## src/rtl/regfile_access_arbiter_if.sv

```systemverilog
// Requester-side bundle for the register-file access arbiter: request fields
// flow master -> slave, ready/response flow back.
interface regfile_access_arbiter_if #(
    parameter int N_REQ  = 2,
    parameter int ADDR_W = 5,
    parameter int DATA_W = 32
);
    logic [N_REQ-1:0]        req_valid;
    logic [N_REQ-1:0]        req_write;
    logic [N_REQ*ADDR_W-1:0] req_waddr;
    logic [N_REQ*DATA_W-1:0] req_wdata;
    logic [N_REQ*ADDR_W-1:0] req_raddr1;
    logic [N_REQ*ADDR_W-1:0] req_raddr2;
    logic [N_REQ-1:0]        req_ready;
    logic [N_REQ-1:0]        rsp_valid;
    logic [DATA_W-1:0]       rsp_data1;
    logic [DATA_W-1:0]       rsp_data2;

    modport master (
        output req_valid, req_write, req_waddr, req_wdata, req_raddr1, req_raddr2,
        input  req_ready, rsp_valid, rsp_data1, rsp_data2
    );

    modport slave (
        input  req_valid, req_write, req_waddr, req_wdata, req_raddr1, req_raddr2,
        output req_ready, rsp_valid, rsp_data1, rsp_data2
    );
endinterface

```

## src/rtl/regfile_access_arbiter.sv

```systemverilog
// Round-robin arbiter sharing one 1W/2R register file among N_REQ requesters.
// Define RF_CLEAR_ON_RESET_EN to zero all 32 registers after every reset.
module regfile_access_arbiter #(
    parameter int N_REQ  = 2,
    parameter int ADDR_W = 5,
    parameter int DATA_W = 32
) (
    input  logic                clock,
    input  logic                reset,
    regfile_access_arbiter_if.slave bus,
    output logic                busy,
    output logic [DATA_W-1:0]   rf_in,
    output logic [ADDR_W-1:0]   rf_select_in,
    output logic [ADDR_W-1:0]   rf_select_out1,
    output logic [ADDR_W-1:0]   rf_select_out2,
    output logic                rf_read,
    output logic                rf_write,
    output logic                rf_enable,
    output logic                rf_reset,
    input  logic [DATA_W-1:0]   rf_out1,
    input  logic [DATA_W-1:0]   rf_out2
);
    localparam int PTR_W = (N_REQ > 1) ? $clog2(N_REQ) : 1;
    localparam logic [N_REQ-1:0] ONE_HOT0 = {{(N_REQ-1){1'b0}}, 1'b1};

    typedef enum logic [1:0] {S_IDLE, S_ISSUE, S_CAPTURE, S_INIT} state_t;

    state_t              r_state;
    logic [PTR_W-1:0]    r_ptr;
    logic [PTR_W-1:0]    r_grant;
    logic [N_REQ-1:0]    r_rspValid;
    logic [DATA_W-1:0]   r_rspData1;
    logic [DATA_W-1:0]   r_rspData2;
    logic [DATA_W-1:0]   r_rfIn;
    logic [ADDR_W-1:0]   r_selIn;
    logic [ADDR_W-1:0]   r_selOut1;
    logic [ADDR_W-1:0]   r_selOut2;
    logic                r_rfEnable;
    logic                r_rfWrite;
    logic                r_rfRead;

    logic [ADDR_W-1:0]   w_waddr  [N_REQ];
    logic [DATA_W-1:0]   w_wdata  [N_REQ];
    logic [ADDR_W-1:0]   w_raddr1 [N_REQ];
    logic [ADDR_W-1:0]   w_raddr2 [N_REQ];

    logic                w_anyValid;
    logic [PTR_W-1:0]    w_grantIdx;
    logic [PTR_W:0]      w_cand;
    logic [PTR_W-1:0]    w_nextPtr;
    logic                w_accept;

    genvar gi;
    generate
        for (gi = 0; gi < N_REQ; gi++) begin : g_unpack
            assign w_waddr[gi]  = bus.req_waddr[gi*ADDR_W +: ADDR_W];
            assign w_wdata[gi]  = bus.req_wdata[gi*DATA_W +: DATA_W];
            assign w_raddr1[gi] = bus.req_raddr1[gi*ADDR_W +: ADDR_W];
            assign w_raddr2[gi] = bus.req_raddr2[gi*ADDR_W +: ADDR_W];
        end
    endgenerate

    // Scan from the pointer downward in distance so the nearest valid index wins.
    always_comb begin
        w_anyValid = 1'b0;
        w_grantIdx = '0;
        w_cand     = '0;
        for (int k = N_REQ - 1; k >= 0; k--) begin
            w_cand = {1'b0, r_ptr} + (PTR_W+1)'(k);
            if (w_cand >= (PTR_W+1)'(N_REQ)) begin
                w_cand = w_cand - (PTR_W+1)'(N_REQ);
            end
            if (bus.req_valid[w_cand[PTR_W-1:0]]) begin
                w_anyValid = 1'b1;
                w_grantIdx = w_cand[PTR_W-1:0];
            end
        end
    end

    assign w_nextPtr     = (w_grantIdx == PTR_W'(N_REQ - 1)) ? '0 : w_grantIdx + 1'b1;
    assign w_accept      = (r_state == S_IDLE) && !reset && w_anyValid;
    assign bus.req_ready = w_accept ? (ONE_HOT0 << w_grantIdx) : '0;
    assign bus.rsp_valid = r_rspValid;
    assign bus.rsp_data1 = r_rspData1;
    assign bus.rsp_data2 = r_rspData2;
    assign busy          = (r_state != S_IDLE) && !reset;
    assign rf_reset      = reset;
    assign rf_select_out1 = r_selOut1;
    assign rf_select_out2 = r_selOut2;
    assign rf_read       = r_rfRead;

`ifdef RF_CLEAR_ON_RESET_EN
    logic [4:0] r_initCnt;
    logic       w_initActive;

    // The clearing sweep overrides the write port without disturbing the held selects.
    assign w_initActive = (r_state == S_INIT) && !reset;
    assign rf_enable    = r_rfEnable | w_initActive;
    assign rf_write     = r_rfWrite | w_initActive;
    assign rf_in        = w_initActive ? '0 : r_rfIn;
    assign rf_select_in = w_initActive ? ADDR_W'(r_initCnt) : r_selIn;
`else
    assign rf_enable    = r_rfEnable;
    assign rf_write     = r_rfWrite;
    assign rf_in        = r_rfIn;
    assign rf_select_in = r_selIn;
`endif

    always_ff @(posedge clock) begin
        if (reset) begin
`ifdef RF_CLEAR_ON_RESET_EN
            r_state   <= S_INIT;
            r_initCnt <= '0;
`else
            r_state   <= S_IDLE;
`endif
            r_ptr      <= '0;
            r_grant    <= '0;
            r_rspValid <= '0;
            r_rspData1 <= '0;
            r_rspData2 <= '0;
            r_rfIn     <= '0;
            r_selIn    <= '0;
            r_selOut1  <= '0;
            r_selOut2  <= '0;
            r_rfEnable <= 1'b0;
            r_rfWrite  <= 1'b0;
            r_rfRead   <= 1'b0;
        end else begin
            r_rspValid <= '0;
            r_rfEnable <= 1'b0;
            r_rfWrite  <= 1'b0;
            r_rfRead   <= 1'b0;
            case (r_state)
                S_IDLE: begin
                    if (w_anyValid) begin
                        r_grant    <= w_grantIdx;
                        r_ptr      <= w_nextPtr;
                        r_rfIn     <= w_wdata[w_grantIdx];
                        r_selIn    <= w_waddr[w_grantIdx];
                        r_selOut1  <= w_raddr1[w_grantIdx];
                        r_selOut2  <= w_raddr2[w_grantIdx];
                        r_rfEnable <= 1'b1;
                        r_rfWrite  <= bus.req_write[w_grantIdx];
                        r_rfRead   <= ~bus.req_write[w_grantIdx];
                        r_state    <= S_ISSUE;
                    end
                end
                // r_rfWrite still carries the latched request type during ISSUE.
                S_ISSUE: begin
                    if (r_rfWrite) begin
                        r_rspValid <= ONE_HOT0 << r_grant;
                        r_state    <= S_IDLE;
                    end else begin
                        r_state    <= S_CAPTURE;
                    end
                end
                S_CAPTURE: begin
                    r_rspData1 <= rf_out1;
                    r_rspData2 <= rf_out2;
                    r_rspValid <= ONE_HOT0 << r_grant;
                    r_state    <= S_IDLE;
                end
`ifdef RF_CLEAR_ON_RESET_EN
                S_INIT: begin
                    r_initCnt <= r_initCnt + 5'd1;
                    if (r_initCnt == 5'd31) begin
                        r_state <= S_IDLE;
                    end
                end
`endif
                default: r_state <= S_IDLE;
            endcase
        end
    end
endmodule

```

## src/flat_wrapper.sv

```systemverilog
// flat-port wrapper written by rule: the top's interface ports become plain ports
module regfile_access_arbiter_flat 
#(
    parameter int N_REQ  = 2,
    parameter int ADDR_W = 5,
    parameter int DATA_W = 32
)
  (clock, reset, busy, rf_in, rf_select_in, rf_select_out1, rf_select_out2, rf_read, rf_write, rf_enable, rf_reset, rf_out1, rf_out2, bus_req_valid, bus_req_write, bus_req_waddr, bus_req_wdata, bus_req_raddr1, bus_req_raddr2, bus_req_ready, bus_rsp_valid, bus_rsp_data1, bus_rsp_data2);
  regfile_access_arbiter_if #(.N_REQ(N_REQ), .ADDR_W(ADDR_W), .DATA_W(DATA_W)) bus_i ();
  input  logic clock;
  input  logic reset;
  output logic busy;
  output logic [DATA_W-1:0] rf_in;
  output logic [ADDR_W-1:0] rf_select_in;
  output logic [ADDR_W-1:0] rf_select_out1;
  output logic [ADDR_W-1:0] rf_select_out2;
  output logic rf_read;
  output logic rf_write;
  output logic rf_enable;
  output logic rf_reset;
  input  logic [DATA_W-1:0] rf_out1;
  input  logic [DATA_W-1:0] rf_out2;
  input wire logic [$bits(bus_i.req_valid)-1:0] bus_req_valid;
  input wire logic [$bits(bus_i.req_write)-1:0] bus_req_write;
  input wire logic [$bits(bus_i.req_waddr)-1:0] bus_req_waddr;
  input wire logic [$bits(bus_i.req_wdata)-1:0] bus_req_wdata;
  input wire logic [$bits(bus_i.req_raddr1)-1:0] bus_req_raddr1;
  input wire logic [$bits(bus_i.req_raddr2)-1:0] bus_req_raddr2;
  output wire logic [$bits(bus_i.req_ready)-1:0] bus_req_ready;
  output wire logic [$bits(bus_i.rsp_valid)-1:0] bus_rsp_valid;
  output wire logic [$bits(bus_i.rsp_data1)-1:0] bus_rsp_data1;
  output wire logic [$bits(bus_i.rsp_data2)-1:0] bus_rsp_data2;
  assign bus_i.req_valid = bus_req_valid;
  assign bus_i.req_write = bus_req_write;
  assign bus_i.req_waddr = bus_req_waddr;
  assign bus_i.req_wdata = bus_req_wdata;
  assign bus_i.req_raddr1 = bus_req_raddr1;
  assign bus_i.req_raddr2 = bus_req_raddr2;
  assign bus_req_ready = bus_i.req_ready;
  assign bus_rsp_valid = bus_i.rsp_valid;
  assign bus_rsp_data1 = bus_i.rsp_data1;
  assign bus_rsp_data2 = bus_i.rsp_data2;
  regfile_access_arbiter #(.N_REQ(N_REQ), .ADDR_W(ADDR_W), .DATA_W(DATA_W)) u_core (.clock(clock), .reset(reset), .bus(bus_i), .busy(busy), .rf_in(rf_in), .rf_select_in(rf_select_in), .rf_select_out1(rf_select_out1), .rf_select_out2(rf_select_out2), .rf_read(rf_read), .rf_write(rf_write), .rf_enable(rf_enable), .rf_reset(rf_reset), .rf_out1(rf_out1), .rf_out2(rf_out2));
endmodule
```

## config.mk

```make
export PLATFORM = sky130hd
export DESIGN_NAME = regfile_access_arbiter_flat
export DESIGN_NICKNAME = d
export VERILOG_FILES = /design/src/rtl/regfile_access_arbiter_if.sv /design/src/rtl/regfile_access_arbiter.sv /design/src/flat_wrapper.sv
export SDC_FILE = /design/constraint.sdc
export NUM_CORES = 1
export LEC_CHECK = 0
export BUFFER_PORTS_ARGS = -buffer_cell sky130_fd_sc_hd__buf_2
export CORE_AREA = 3 3 110 112
export DETAILED_ROUTE_END_ITERATION = 8
export DIE_AREA = 0 0 113 115
export PLACE_DENSITY = 0.75
export SLEW_MARGIN = 20
export SYNTH_ARGS = -nofsm -noshare
export SYNTH_HDL_FRONTEND = slang
export SYNTH_SLANG_ARGS = --single-unit
```

## constraint.sdc

```tcl
create_clock -name clock -period 3.99 [get_ports clock]
set_input_delay 0.9975 -clock clock [delete_from_list [all_inputs] [get_ports clock]]
set_output_delay 0.9975 -clock clock [all_outputs]
set_load 0.01 [all_outputs]
```

==> flow_summary.ini <==
[outcome]
status = completed

[setup_path]
startpoint_type = input pin
r2r-end = u_core.rf_in[1]
slowest_stage = buf_4
crit_required_ns = 2.99
rrSetupSlack_ns = 1.78
critPathKind = input pin to primary output
cp.arrival_ns = 2.02
cp-end-kind = primary output
worstPathMaxFanout = 71
rr_startpoint = u_core.r_state[0]
rr_worst_depth = 6
path_cells = buf_2 > buf_4 > nor2_1 > buf_2
path_common_cell = buf_2
cpPeakStageDelay_ns = 0.55

[cts]
clockBufferDepth = 2
ctsResizeCount = 0
cts-root-buf = clkbuf_16
clk_pin_slew_worst_paths_ns = 0.05
clock_sinks = 120
cts_setup_buffers = 0
numCtsBuffers = 17
clkLatencyLatePin_ns = 0.39
htreeDepth = 4
cts_hold_buf = 0
cts_tree = yes

[synthesis]
yosysWarnings = 0
synth_cells = 411
synth_commonest_cells = dfxtp_1, nor2_1, mux2i_1, and3_1, a221o_1
ys_types = 25
syn_avg_cell_area_um2 = 10.80
syn_area_um2 = 4438
yosysSeqAreaShare = 0.5413
syn_nets = 578
yosys-top-cells-area = dfxtp_1, mux2i_1, a221o_1, and3_1, nor2_1
synthArstFlopShare = 0
ys.flop_type = dfxtp_1
ys_ff_latch = 120
synth_edf_count = 0
yosysTopAreaCell = dfxtp_1
yosysMostFrequentCell = dfxtp_1
synth_top_area_share = 0.5413

[grt]
grtUsageTotal = 0.1829
grt_pass1_vias = 4089
grt_pass1_wl_um = 19400
grt_max_degree = 72
grt_antenna_before_repair = 0
gr-total-overflow = 0

[hold_path]
hold_class = register to register
whs_path_depth = 1
hold_start = u_core.r_grant
min_to = u_core.bus.rsp_valid[0]

[routing]
avgRoutedWirePerCell_um = 15.05
firstDrtPassIters = 4
drc = 0
drtIter0Drc = 283
via_per_inst = 4.920
wl_um = 12580
final_antenna_net_count = 0
vias = 4113

[layout]
antenna_cells = 0
fillers = 984
finalNonFillerCells = 836
final_nets = 848
syn_to_final_growth_pct = 46.43
fin_util = 0.5741
drive_gt1_frac = 0.4675

[timing]
max_slew_margin = 0.2784
timing.fmax_mhz = 331.8
tns_ns = 0
setup_violations = 0
worst_pin_slew_ns = 1.082
fin_crit_sh = 0.7554
finalHoldViolCount = 0
rsz0062_at_grt = no
whs_ns = 0.4508
fin_crit_ns = 3.014
report.final.slew_viol_count = 0
fin_skew_ns = 0.009014

[pwr]
p_total_mw = 3.248
powerDensity_nw_per_um2 = 499.8
ir_drop_mv = 0.2723
p_leak_nw = 3.333

[floorplanning]
dieArea_um2 = 13000
start_util = 0.3920
rows = 39
die_h_um = 115
ios = 284
fp.coreArea_um2 = 11320
die_x_um = 113

[placed_design]
dpl.cell_count = 805
gp_congestion = 0.7875
hpwl_um = 9614
portBuffers = 283

[run]
drv_cap = 0
cell usage in the layout (no fill, tap or decap), drive strengths merged:
cell type  instances
a21oi              3
nand2b             2
a211o              1
inv                5
clkinvlp           4
bufinv             2
nor4b              1
and3              48
nor4bb             1
a21boi             1
a221o             47
clkinv             6
nor2              70
clkbuf            19
o21a               1
and2               1
nor2b              1
ha                 3
a32oi              2
dfxtp            120
nand3              1
a21o               2
mux2i             64
buf              288
layout make-up:
class,instances,area (um2),area share
clock buffers,19,452.9,0.06970
clock inverters,12,127.6,0.01964
inverters,5,18.77,0.002888
multi-input cells,249,1864,0.2869
flip-flops and latches,120,2402,0.3697
well taps,143,178.9,0.02753
repair buffers,288,1454,0.2237
cell families after synthesis:
group | synth area share
simple gates | 0.1396
buf+inv | 0.04426
flops | 0.5413
compound gates | 0.1221
fa+ha+maj | 0.008459
mux | 0.1443
worst max-delay path by stage:
stage	from	to	slack, ns
2_1_floorplan	reset	bus_req_ready[0]	1.11
6_report	reset	busy	0.98
3_5_place_dp	reset	busy	0.96
4_1_cts	reset	busy	0.96
3_3_place_gp	reset	rf_reset	1.05
5_1_grt	u_core.r_state[0]	bus_req_ready[1]	0.87
layer usage:
layer / wire [um] / up-vias / track usage / share of wire
li1: - / 2027 / - / -
met1: 4897 / 1884 / 0.1991 / 0.39
met2: 6396 / 196 / 0.3357 / 0.51
met3: 1194 / 6 / 0.05842 / 0.095
met4: 91 / 0 / 0.06250 / 0.0072
met5: 0 / - / 0 / 0
sequential cells by signal (all words and copies together), names as in the netlist:
signal	count
u_core.rf_select_out1	5
u_core.r_grant	1
u_core.rf_select_out2	5
u_core.rf_in	32
u_core.rf_select_in	5
u_core.r_ptr	1
u_core.rf_enable	1
u_core.bus.rsp_data1	32
u_core.rf_read	1
u_core.r_state	2
u_core.bus.rsp_data2	32
u_core.rf_write	1
u_core.bus.rsp_valid	2
critical path, delay by kind of cell:
family                 cells  cell delay (ns)
buffers and inverters      3             0.85
and+or+nand+nor            1             0.14
through the flow:
step	cell area [um2]	worst slack, ns
final	6499	0.9761
after global routing	6499	0.8712
after CTS	6499	0.9647
after detailed placement	5918	0.9643
after global placement	5918	1.051
after floorplan	4438	1.108
where the power goes:
group	switching (mW)	leakage, nW	internal [mW]
registers	0.0490	0.980	1.29
clock network	0.512	0.277	0.945
logic	0.230	2.08	0.223
(Power assumes the default switching activity.)
